`config.mk`:
```
export PLATFORM = sky130hd
export DESIGN_NAME = grid_loader_axil_master
export DESIGN_NICKNAME = d
export VERILOG_FILES = /design/src/rtl/grid_loader_axil_master_pkg.sv /design/src/rtl/grid_loader_axil_master_axil_single_write.sv /design/src/rtl/grid_loader_axil_master.sv
export SDC_FILE = /design/constraint.sdc
export NUM_CORES = 2
export LEC_CHECK = 0
export BUFFER_PORTS_ARGS = -buffer_cell sky130_fd_sc_hd__buf_2
export CORE_AREA = 2 2 532 534
export DETAILED_ROUTE_END_ITERATION = 16
export DIE_AREA = 0 0 534 536
export PLACE_DENSITY = 0.41
export SYNTH_ARGS = -nofsm -noshare
export SYNTH_HDL_FRONTEND = slang
export SYNTH_SLANG_ARGS = --single-unit
```
`constraint.sdc`:
```
create_clock -name m_axi_lite_aclk -period 3.8 [get_ports m_axi_lite_aclk]
set_clock_uncertainty 0.2 [all_clocks]
set_input_delay 0.19 -clock m_axi_lite_aclk [delete_from_list [all_inputs] [get_ports m_axi_lite_aclk]]
set_output_delay 0.19 -clock m_axi_lite_aclk [all_outputs]
set_load 0.01 [all_outputs]
```
`src/rtl/grid_loader_axil_master_pkg.sv`:
```
`default_nettype none
// ============================================================================
// Module      : grid_loader_axil_master_pkg
// Description : Shared constants, state encoding and write-kind tags for the
//               Game-of-Life grid loader AXI-Lite initiator.
// Revision    : 1.0 - initial release
// ============================================================================
package grid_loader_axil_master_pkg;

    localparam int DATA_WIDTH             = 32;
    localparam int WORDS_PER_ROW          = 40;
    localparam int DEFAULT_NUM_ROWS       = 720;
    localparam int DEFAULT_COMMIT_REG_IDX = 41;
    localparam int DEFAULT_MODE_REG_IDX   = 40;

    localparam logic [1:0] AXI_OKAY = 2'b00;

    typedef enum logic [1:0] {
        ST_IDLE     = 2'd0,
        ST_WAIT_ROW = 2'd1,
        ST_ISSUE    = 2'd2,
        ST_WAIT_B   = 2'd3
    } state_t;

    // Which register class the current write targets.
    typedef enum logic [1:0] {
        WR_DATA   = 2'd0,
        WR_COMMIT = 2'd1,
        WR_MODE   = 2'd2
    } wr_kind_t;

endpackage

`default_nettype wire

```
`src/rtl/grid_loader_axil_master_axil_single_write.sv`:
```
`default_nettype none
// ============================================================================
// Module      : axil_single_write
// Description : Performs one AXI-Lite write (AW + W + B) per request, tracking
//               the AW and W valids independently.
// Revision    : 1.0 - initial release
// ============================================================================
module axil_single_write
    import grid_loader_axil_master_pkg::*;
#(
    parameter int ADDR_WIDTH = 8
) (
    input  logic                  clk,
    input  logic                  rst,
    input  logic                  req_i,
    input  logic [ADDR_WIDTH-1:0] addr_i,
    input  logic [DATA_WIDTH-1:0] data_i,
    output logic                  issued_o,
    output logic                  ack_o,
    output logic [1:0]            resp_o,
    output logic [ADDR_WIDTH-1:0] awaddr_o,
    output logic                  awvalid_o,
    input  logic                  awready_i,
    output logic [DATA_WIDTH-1:0] wdata_o,
    output logic [3:0]            wstrb_o,
    output logic                  wvalid_o,
    input  logic                  wready_i,
    input  logic [1:0]            bresp_i,
    input  logic                  bvalid_i,
    output logic                  bready_o
);

    logic [ADDR_WIDTH-1:0] awaddr_q;
    logic [DATA_WIDTH-1:0] wdata_q;
    logic                  awvalid_q;
    logic                  wvalid_q;
    logic                  bready_q;
    logic                  issued_q;
    logic                  ack_q;
    logic [1:0]            resp_q;

    logic w_idle;
    logic w_aw_pending_d;
    logic w_w_pending_d;

    assign w_idle         = !awvalid_q && !wvalid_q && !bready_q;
    assign w_aw_pending_d = awvalid_q && !awready_i;
    assign w_w_pending_d  = wvalid_q && !wready_i;

    always_ff @(posedge clk) begin
        if (rst) begin
            awaddr_q  <= '0;
            wdata_q   <= '0;
            awvalid_q <= 1'b0;
            wvalid_q  <= 1'b0;
            bready_q  <= 1'b0;
            issued_q  <= 1'b0;
            ack_q     <= 1'b0;
            resp_q    <= AXI_OKAY;
        end else begin
            issued_q <= 1'b0;
            ack_q    <= 1'b0;
            if (req_i && w_idle) begin
                awaddr_q  <= addr_i;
                wdata_q   <= data_i;
                awvalid_q <= 1'b1;
                wvalid_q  <= 1'b1;
            end else if (awvalid_q || wvalid_q) begin
                // Each channel retires on its own handshake; B opens once both have.
                awvalid_q <= w_aw_pending_d;
                wvalid_q  <= w_w_pending_d;
                if (!w_aw_pending_d && !w_w_pending_d) begin
                    bready_q <= 1'b1;
                    issued_q <= 1'b1;
                end
            end else if (bready_q && bvalid_i) begin
                bready_q <= 1'b0;
                ack_q    <= 1'b1;
                resp_q   <= bresp_i;
            end
        end
    end

    assign awaddr_o  = awaddr_q;
    assign awvalid_o = awvalid_q;
    assign wdata_o   = wdata_q;
    assign wstrb_o   = 4'hF;
    assign wvalid_o  = wvalid_q;
    assign bready_o  = bready_q;
    assign issued_o  = issued_q;
    assign ack_o     = ack_q;
    assign resp_o    = resp_q;

endmodule

`default_nettype wire

```
`src/rtl/grid_loader_axil_master.sv`:
```
`default_nettype none
// ============================================================================
// Module      : grid_loader_axil_master
// Description : Loads a full Game-of-Life grid into the pixel generator's
//               AXI-Lite register file row by row, then writes the run mode.
// Revision    : 1.0 - initial release
// ============================================================================
module grid_loader_axil_master
    import grid_loader_axil_master_pkg::*;
#(
    parameter int ROW_WIDTH           = WORDS_PER_ROW * DATA_WIDTH,
    parameter int NUM_ROWS            = DEFAULT_NUM_ROWS,
    parameter int AXI_LITE_ADDR_WIDTH = 8,
    parameter int COMMIT_REG_IDX      = DEFAULT_COMMIT_REG_IDX,
    parameter int MODE_REG_IDX        = DEFAULT_MODE_REG_IDX,
    localparam int ROW_IDX_WIDTH      = (NUM_ROWS > 1) ? $clog2(NUM_ROWS) : 1
) (
    input  logic                           m_axi_lite_aclk,
    input  logic                           axi_reset,
    input  logic                           start,
    input  logic [DATA_WIDTH-1:0]          mode_value,
    input  logic [ROW_WIDTH-1:0]           row_data,
    input  logic                           row_valid,
    output logic                           row_ready,
    output logic                           busy,
    output logic                           done,
    output logic                           error,
    output logic [ROW_IDX_WIDTH-1:0]       err_row,
    output logic [AXI_LITE_ADDR_WIDTH-1:0] m_axi_lite_awaddr,
    output logic                           m_axi_lite_awvalid,
    input  logic                           m_axi_lite_awready,
    output logic [DATA_WIDTH-1:0]          m_axi_lite_wdata,
    output logic [3:0]                     m_axi_lite_wstrb,
    output logic                           m_axi_lite_wvalid,
    input  logic                           m_axi_lite_wready,
    input  logic [1:0]                     m_axi_lite_bresp,
    input  logic                           m_axi_lite_bvalid,
    output logic                           m_axi_lite_bready
);

    localparam int WORDS      = ROW_WIDTH / DATA_WIDTH;
    localparam int WORD_WIDTH = (WORDS > 1) ? $clog2(WORDS) : 1;

    localparam logic [AXI_LITE_ADDR_WIDTH-1:0] C_COMMIT_ADDR =
        AXI_LITE_ADDR_WIDTH'(COMMIT_REG_IDX * 4);
    localparam logic [AXI_LITE_ADDR_WIDTH-1:0] C_MODE_ADDR =
        AXI_LITE_ADDR_WIDTH'(MODE_REG_IDX * 4);
    localparam logic [ROW_IDX_WIDTH-1:0] C_LAST_ROW  = ROW_IDX_WIDTH'(NUM_ROWS - 1);
    localparam logic [WORD_WIDTH-1:0]    C_LAST_WORD = WORD_WIDTH'(WORDS - 1);

    state_t                     state_q;
    wr_kind_t                   kind_q;
    logic [ROW_IDX_WIDTH-1:0]   row_q;
    logic [WORD_WIDTH-1:0]      word_q;
    logic [ROW_WIDTH-1:0]       shreg_q;
    logic [DATA_WIDTH-1:0]      mode_q;
    logic                       req_q;
    logic                       row_ready_q;
    logic                       busy_q;
    logic                       done_q;
    logic                       error_q;
    logic [ROW_IDX_WIDTH-1:0]   err_row_q;

    logic [AXI_LITE_ADDR_WIDTH-1:0] w_addr;
    logic [DATA_WIDTH-1:0]          w_data;
    logic                           w_issued;
    logic                           w_ack;
    logic [1:0]                     w_resp;

    // The leftmost unsent word always sits at the top of the shift register.
    always_comb begin
        w_addr = '0;
        w_data = '0;
        case (kind_q)
            WR_DATA: begin
                w_addr = AXI_LITE_ADDR_WIDTH'({word_q, 2'b00});
                w_data = shreg_q[ROW_WIDTH-1 -: DATA_WIDTH];
            end
            WR_COMMIT: begin
                w_addr = C_COMMIT_ADDR;
                w_data = DATA_WIDTH'(row_q);
            end
            WR_MODE: begin
                w_addr = C_MODE_ADDR;
                w_data = mode_q;
            end
            default: begin
                w_addr = '0;
                w_data = '0;
            end
        endcase
    end

    always_ff @(posedge m_axi_lite_aclk) begin
        if (axi_reset) begin
            state_q     <= ST_IDLE;
            kind_q      <= WR_DATA;
            row_q       <= '0;
            word_q      <= '0;
            shreg_q     <= '0;
            mode_q      <= '0;
            req_q       <= 1'b0;
            row_ready_q <= 1'b0;
            busy_q      <= 1'b0;
            done_q      <= 1'b0;
            error_q     <= 1'b0;
            err_row_q   <= '0;
        end else begin
            req_q  <= 1'b0;
            done_q <= 1'b0;
            case (state_q)
                ST_IDLE: begin
                    if (start) begin
                        state_q     <= ST_WAIT_ROW;
                        row_q       <= '0;
                        mode_q      <= mode_value;
                        error_q     <= 1'b0;
                        row_ready_q <= 1'b1;
                        busy_q      <= 1'b1;
                    end
                end
                ST_WAIT_ROW: begin
                    if (row_valid && row_ready_q) begin
                        shreg_q     <= row_data;
                        word_q      <= '0;
                        kind_q      <= WR_DATA;
                        req_q       <= 1'b1;
                        row_ready_q <= 1'b0;
                        state_q     <= ST_ISSUE;
                    end
                end
                ST_ISSUE: begin
                    if (w_issued) begin
                        state_q <= ST_WAIT_B;
                    end
                end
                ST_WAIT_B: begin
                    if (w_ack) begin
                        if (w_resp != AXI_OKAY) begin
                            error_q   <= 1'b1;
                            err_row_q <= row_q;
                            busy_q    <= 1'b0;
                            state_q   <= ST_IDLE;
                        end else begin
                            case (kind_q)
                                WR_DATA: begin
                                    req_q   <= 1'b1;
                                    state_q <= ST_ISSUE;
                                    if (word_q == C_LAST_WORD) begin
                                        kind_q <= WR_COMMIT;
                                    end else begin
                                        word_q  <= word_q + WORD_WIDTH'(1);
                                        shreg_q <= {shreg_q[ROW_WIDTH-DATA_WIDTH-1:0],
                                                    {DATA_WIDTH{1'b0}}};
                                    end
                                end
                                WR_COMMIT: begin
                                    if (row_q == C_LAST_ROW) begin
                                        kind_q  <= WR_MODE;
                                        req_q   <= 1'b1;
                                        state_q <= ST_ISSUE;
                                    end else begin
                                        row_q       <= row_q + ROW_IDX_WIDTH'(1);
                                        row_ready_q <= 1'b1;
                                        state_q     <= ST_WAIT_ROW;
                                    end
                                end
                                WR_MODE: begin
                                    done_q  <= 1'b1;
                                    busy_q  <= 1'b0;
                                    state_q <= ST_IDLE;
                                end
                                default: begin
                                    busy_q  <= 1'b0;
                                    state_q <= ST_IDLE;
                                end
                            endcase
                        end
                    end
                end
                default: begin
                    busy_q  <= 1'b0;
                    state_q <= ST_IDLE;
                end
            endcase
        end
    end

    axil_single_write #(
        .ADDR_WIDTH (AXI_LITE_ADDR_WIDTH)
    ) u_single_write (
        .clk       (m_axi_lite_aclk),
        .rst       (axi_reset),
        .req_i     (req_q),
        .addr_i    (w_addr),
        .data_i    (w_data),
        .issued_o  (w_issued),
        .ack_o     (w_ack),
        .resp_o    (w_resp),
        .awaddr_o  (m_axi_lite_awaddr),
        .awvalid_o (m_axi_lite_awvalid),
        .awready_i (m_axi_lite_awready),
        .wdata_o   (m_axi_lite_wdata),
        .wstrb_o   (m_axi_lite_wstrb),
        .wvalid_o  (m_axi_lite_wvalid),
        .wready_i  (m_axi_lite_wready),
        .bresp_i   (m_axi_lite_bresp),
        .bvalid_i  (m_axi_lite_bvalid),
        .bready_o  (m_axi_lite_bready)
    );

    assign row_ready = row_ready_q;
    assign busy      = busy_q;
    assign done      = done_q;
    assign error     = error_q;
    assign err_row   = err_row_q;

endmodule

`default_nettype wire

```
=== After elaboration in Yosys (flattened, before gate mapping) ===
Cells that the tools add are included.

* Input port bits: 1321
* Logic and storage cells: 153
* Bits in registers: 1394

* Equality and inequality tests: 22
* Reductions and logical operators: 39
* Multiplexer cells: 66
* Bitwise operators: 4
* Add/subtract/negate cells: 2

{| class="wikitable"
|+ Operators with widths
! cell !! count
|-
| $mux W1280 || 5
|-
| $pmux W1280 S2 || 1
|-
| $pmux W32 S3 || 1
|-
| $mux W10 || 5
|-
| $mux W6 || 5
|-
| $mux W1 || 26
|-
| $pmux W8 S3 || 1
|-
| $mux W2 || 11
|-
| $pmux W10 S2 || 1
|-
| $ne A2 B2 Y1 const B || 8
|-
| $reduce_and A7 Y1 || 2
|-
| $pmux W2 S2 || 3
|-
| $pmux W6 S2 || 1
|-
| $reduce_and A4 Y1 || 3
|-
| $reduce_and A6 Y1 || 2
|-
| $add A10 B1 Y10 const B || 1
|-
| $eq A10 B10 Y1 const B || 1
|-
| $reduce_bool A2 Y1 || 5
|-
| $ne A3 B3 Y1 const B || 3
|-
| $reduce_and A3 Y1 || 3
|-
| $logic_and A1 B1 Y1 || 8
|-
| $pmux W1 S2 || 4
|-
| $pmux W2 S4 || 1
|-
| $logic_not A1 Y1 || 7
|-
| other kinds (15) || 25
|}

=== Depth between registers and ports, before layout ===
* Depth in word-level cells: 6
* Depth in mapped cells: 11
* Gate-level depth less buffers: 6

=== Modules after synthesis ===
Synthesis repeated with hierarchy kept, for this count alone.

* Cells, all modules: 7852
* Area, all modules: 61298.8 µm²

{| class="wikitable"
|+ Modules (own cells, without submodules)
! module !! area an instance (µm²) !! cells each !! instances
|-
| grid_loader_axil_master || 59603.4 || 7649 || 1
|-
| axil_single_write || 1695.4 || 203 || 1
|}

=== Worst setup path after synthesis ===
OpenSTA, ideal clock, no wires.

* Path type: register to register
* Start: reg word_q[0]
* End: reg shreg_q[1000]
* Cell stages (with the launch flop): 11
* Slack: 1.510 ns
* Clock period less this slack: 2.290 ns
* Data arrival time: 2.002 ns
* Path through: dfxtp_1 ha_1 nand4b_1 o2111a_1 buf_2 or2_1 buf_2 buf_6 buf_6 buf_6 a311oi_2

* Word-level cells in the longest chain between the ends: 3

{| class="wikitable"
|+ RTL lines
! item !! RTL line !! text
|-
| start: declaration || grid_loader_axil_master.sv:54 || <nowiki>logic [WORD_WIDTH-1:0] word_q;</nowiki>
|-
| start signal: assignment || grid_loader_axil_master.sv:152 || <nowiki>word_q <= word_q + WORD_WIDTH'(1);</nowiki>
|-
| $eq A6 B6 Y1 || grid_loader_axil_master.sv:149 || <nowiki>if (word_q == C_LAST_WORD) begin</nowiki>
|-
| $ne A2 B2 Y1 (no line) || n/a ||
|-
| $reduce_and A6 Y1 (no line) || n/a ||
|-
| end signal: assignment || grid_loader_axil_master.sv:124 || <nowiki>shreg_q <= row_data;</nowiki>
|-
| end signal: assignment || grid_loader_axil_master.sv:153 || <nowiki>shreg_q <= {shreg_q[ROW_WIDTH-DATA_WIDTH-1:0],</nowiki>
|-
| end: declaration || grid_loader_axil_master.sv:55 || <nowiki>logic [ROW_WIDTH-1:0] shreg_q;</nowiki>
|}

Every way passes these cells.
A chain may end at the register's enable or synchronous reset.

=== Worst setup path in the final report ===
* Start: reg state_q[0]
* End: reg shreg_q[416]

* Word-level cells in the longest chain between the ends: 3
* Elaborated cells on any way between the ends: 10
* Those cells by class: eq/ne (7); mux (1); reduce/logical (2)

{| class="wikitable"
|+ RTL lines
! item !! RTL line !! text
|-
| start: declaration || grid_loader_axil_master.sv:51 || <nowiki>state_t state_q;</nowiki>
|-
| start signal: assignment || grid_loader_axil_master.sv:96 || <nowiki>state_q <= ST_IDLE;</nowiki>
|-
| start signal: assignment || grid_loader_axil_master.sv:114 || <nowiki>state_q <= ST_WAIT_ROW;</nowiki>
|-
| start signal: assignment || grid_loader_axil_master.sv:129 || <nowiki>state_q <= ST_ISSUE;</nowiki>
|-
| $eq A2 B2 Y1 / $eq A2 B1 Y1 (equally long branches) || grid_loader_axil_master.sv:111 || <nowiki>case (state_q)</nowiki>
|-
| $ne A2 B1 Y1 (no line), or another cell as far along || n/a ||
|-
| $reduce_and A6 Y1 (no line) || n/a ||
|}

Several ways; a longest one is shown, not always the timed one.

==> out/qor.csv <==
stage;metric;value;unit
synth;Post-Syn Area;66100;µm²
setup_path;most frequent cell on the critical path;buf_12;
timing;Final WS setup;235;ps
cells_and_area;Nets;12200;
place;post-detail-place hpwl;261;mm
setup_path;Worst R2R Start;state_q[0];
timing;setup TNS;0;ps
clock_tree;Root Driver;clkbuf_16;
worst_hold_path;WHS Path Cells;4;
floorplan;I/O pins;1382;
synth;synth warn;0;
drt;Post-DRT Antenna Nets;0;
power;P_leak;39.0;nW
synth;largest area contributor in the netlist;dfxtp_1;
drt;WL/cell;25.1;µm
clock_tree;clk buf depth;4;
clock_tree;CTS buffer count;177;
setup_path;Worst R2R End;shreg_q[416];
synth;syn_area_per_cell;8.55;µm²
synth;Netlist cell types;53;
clock_tree;number of clock sinks;1392;
synth;Post-synth EDFFs;0;
setup_path;FF-to-FF setup slack;230;ps
setup_path;r2r worst-path depth;8;
setup_path;CP endpoint kind;flop;
timing;RSZ-0062 raised after global routing;false;
timing;pins over their slew limit;0;
clock_tree;setup bufs post-CTS;0;
clock_tree;worst skew pair latency;840;ps
place;Port Buf Inserts;1375;
power;Tot Pwr;37.6;mW
timing;final hold vios;0;
global_route;gr usage total;24.7;%
drt;via count;75800;
clock_tree;CTS HTree Levels;4;
worst_hold_path;Hold Path Class;in2reg;
worst_hold_path;WHS Endpoint;shreg_q[995];
synth;Main synth FF type;dfxtp_1;
drt;1st-iter DRT viols;5993;
global_route;GRT overflow;0;
drt;first drt pass iteration count;8;
floorplan;Die Area;286000;µm²
setup_path;Arrival @ worst endpoint;4120;ps
power;Power Density;360;nW/µm²
clock_tree;clock slew at reported path FFs;60;ps
cells_and_area;layout cells sized above 1;24.3;%
cells_and_area;leading cell type in the layout, fill and taps excluded;nand2_1;
global_route;antenna violations before repair;96;
synth;#FFs+latches synth;1392;
synth;sequential area share after synthesis;42.1;%
cells_and_area;most frequent cells in the layout;nand2_1 (2604), dlygate4sd3_1 (2219), dfxtp_1 (1392);
drt;DR vias/cell;5.12;
timing;period utilization;93.8;%
clock_tree;Post-CTS Hold Buffers;2219;
setup_path;CP startpoint kind;flop;
synth;Post-Synthesis Cells;7738;
drt;total wire length;372;mm
floorplan;Die X;534;µm
clock_tree;post-cts resize count;0;
timing;fmax;280;MHz
synth;top-area cell type share of the netlist area;42.1;%
drt;DRC;0;
synth;Post-synth ARST share;0;%
setup_path;CP peak stage delay;570;ps
floorplan;Initial Util;23.6;%
worst_hold_path;Worst Hold Launch;row_data[995];
timing;slew margin rel.;18.5;%
place;gp weighted congestion;0.935;
setup_path;CP Launch Point;state_q[0];
setup_path;family with the most delay on the worst path;buffers and inverters;
clock_tree;CTS tree;yes;
setup_path;WP buf/inv;4;
setup_path;Crit Path Class;reg2reg;
global_route;vias in the first global route;77500;
setup_path;Critical Path, Cell by Cell;and3_1 -> o2111a_4 -> buf_12 -> buf_12 -> buf_12 -> nor3_1 -> a311oi_2 -> dlygate4sd3_1;
cells_and_area;P&R area growth vs syn;57.9;%
timing;min Tclk post-route;3570;ps
setup_path;Critical-path top delay cell;dlygate4sd3_1;
setup_path;critical-path maximum fanout;109;
timing;Setup violations, final;0;
floorplan;Core Region;281000;µm²
status;status;complete, no violations;
synth;top cells by area, synth;dfxtp_1 (42%), a311oi_2 (18%), nand2_1 (15%), nor3_1 (9.7%), a311oi_1 (5.9%);
global_route;global-route wire length before repair;532;mm
floorplan;Die Ht;536;µm
setup_path;Critical Path RT;4350;ps
floorplan;Core Rows;195;
place;pre-CTS setup slack;821;ps
global_route;largest net degree at the start of global routing;201;
power;VDD IR max;0.000337;V
timing;Worst Tran Pin Value;1220;ps
job;Max-Cap Viols;0;
[layer usage]
layer	wire length, µm	track usage, %
met4	24800	14.7
met3	21500	4.05
met2	176000	41.5
met1	149000	29.6
met5	199	0
[flip-flops by register name (all words and copies together) (netlist names), 2 cells and up]
name / cells
shreg_q: 1280
row_q: 10
u_single_write.resp_o: 2
err_row: 10
u_single_write.awaddr_o: 6
kind_q: 2
mode_q: 32
word_q: 6
u_single_write.wdata_o: 32
state_q: 2
[worst max path at each step]
| stage | cells past startpoint | slack, ps | to |
|---|---|---|---|
| floorplan | 10 | 1510 | shreg_q[1000] |
| global placement | 7 | 900 | shreg_q[424] |
| detailed placement | 6 | 820 | shreg_q[377] |
| CTS | 8 | 290 | shreg_q[416] |
| global route | 8 | 100 | shreg_q[39] |
| finish | 8 | 230 | shreg_q[416] |
[metrics by stage]
| stage | area [µm²] | utilization, % | hold slack (ps) | cells |
|---|---|---|---|---|
| global placement | 76500 | 27.2 | 208 | 12200 |
| CTS | 104000 | 37.1 | 0.0112 | 14700 |
| finish | 104000 | 37.2 | 74.1 | 14800 |
| floorplan | 66200 | - | 116 | 7742 |
| global route | 104000 | 37.2 | 30.6 | 14800 |
| detailed placement | 76500 | 27.2 | 209 | 12200 |
[cells by family (layout without fill, tap and decap cells)]
kind of cell             after synthesis  in the layout  share of synthesized area [%]
AO/OA/AOI/OAI                       1448           1448                           26.1
adder cells (fa/ha/maj)                6              6                          0.113
buffers and inverters                899           4133                           6.30
flip-flops                          1392           1392                           42.1
multiplexers                           6              6                         0.0927
other                                  2             89                         0.0114
AND/OR/NAND/NOR                     3985           3985                           25.3
[area by class of cell]
| type | instances | area, µm² |
|---|---|---|
| Tap cell | 3743 | 4680 |
| Timing Repair Buffer | 3824 | 32000 |
| Clock buffer | 274 | 5230 |
| Antenna cell | 83 | 208 |
| Sequential cell | 1392 | 27900 |
| Clock inverter | 28 | 322 |
| Fill cell | 28400 | 176000 |
| Multi-Input combinational cell | 5451 | 34200 |
| Inverter | 7 | 26.3 |
[cells in the mapped netlist (all sizes together) (3+ instances only)]
cell type / instances
o21ai: 6
mux2i: 5
nor3: 1288
nand2: 2605
a311oi: 1249
a22o: 32
ha: 6
a2111oi: 3
o211ai: 3
o31ai: 11
a222oi: 10
or3: 5
o22ai: 3
or4: 9
nand3: 9
dfxtp: 1392
clkbuf: 729
a21oi: 97
nor2: 48
buf: 163
a22oi: 23
inv: 7
[power breakdown]
part	switching (mW)	internal [mW]
combinational	2.76	2.86
sequential	0.327	15.1
clock	6.87	9.74
[worst min-delay path: cells and delay by family]
kind / cells / cell delay, ps
AND/OR/NAND/NOR: 1 / 110
buffers and inverters: 2 / 650
AO/OA/AOI/OAI: 1 / 110
Power figures use the tool's default switching activity.
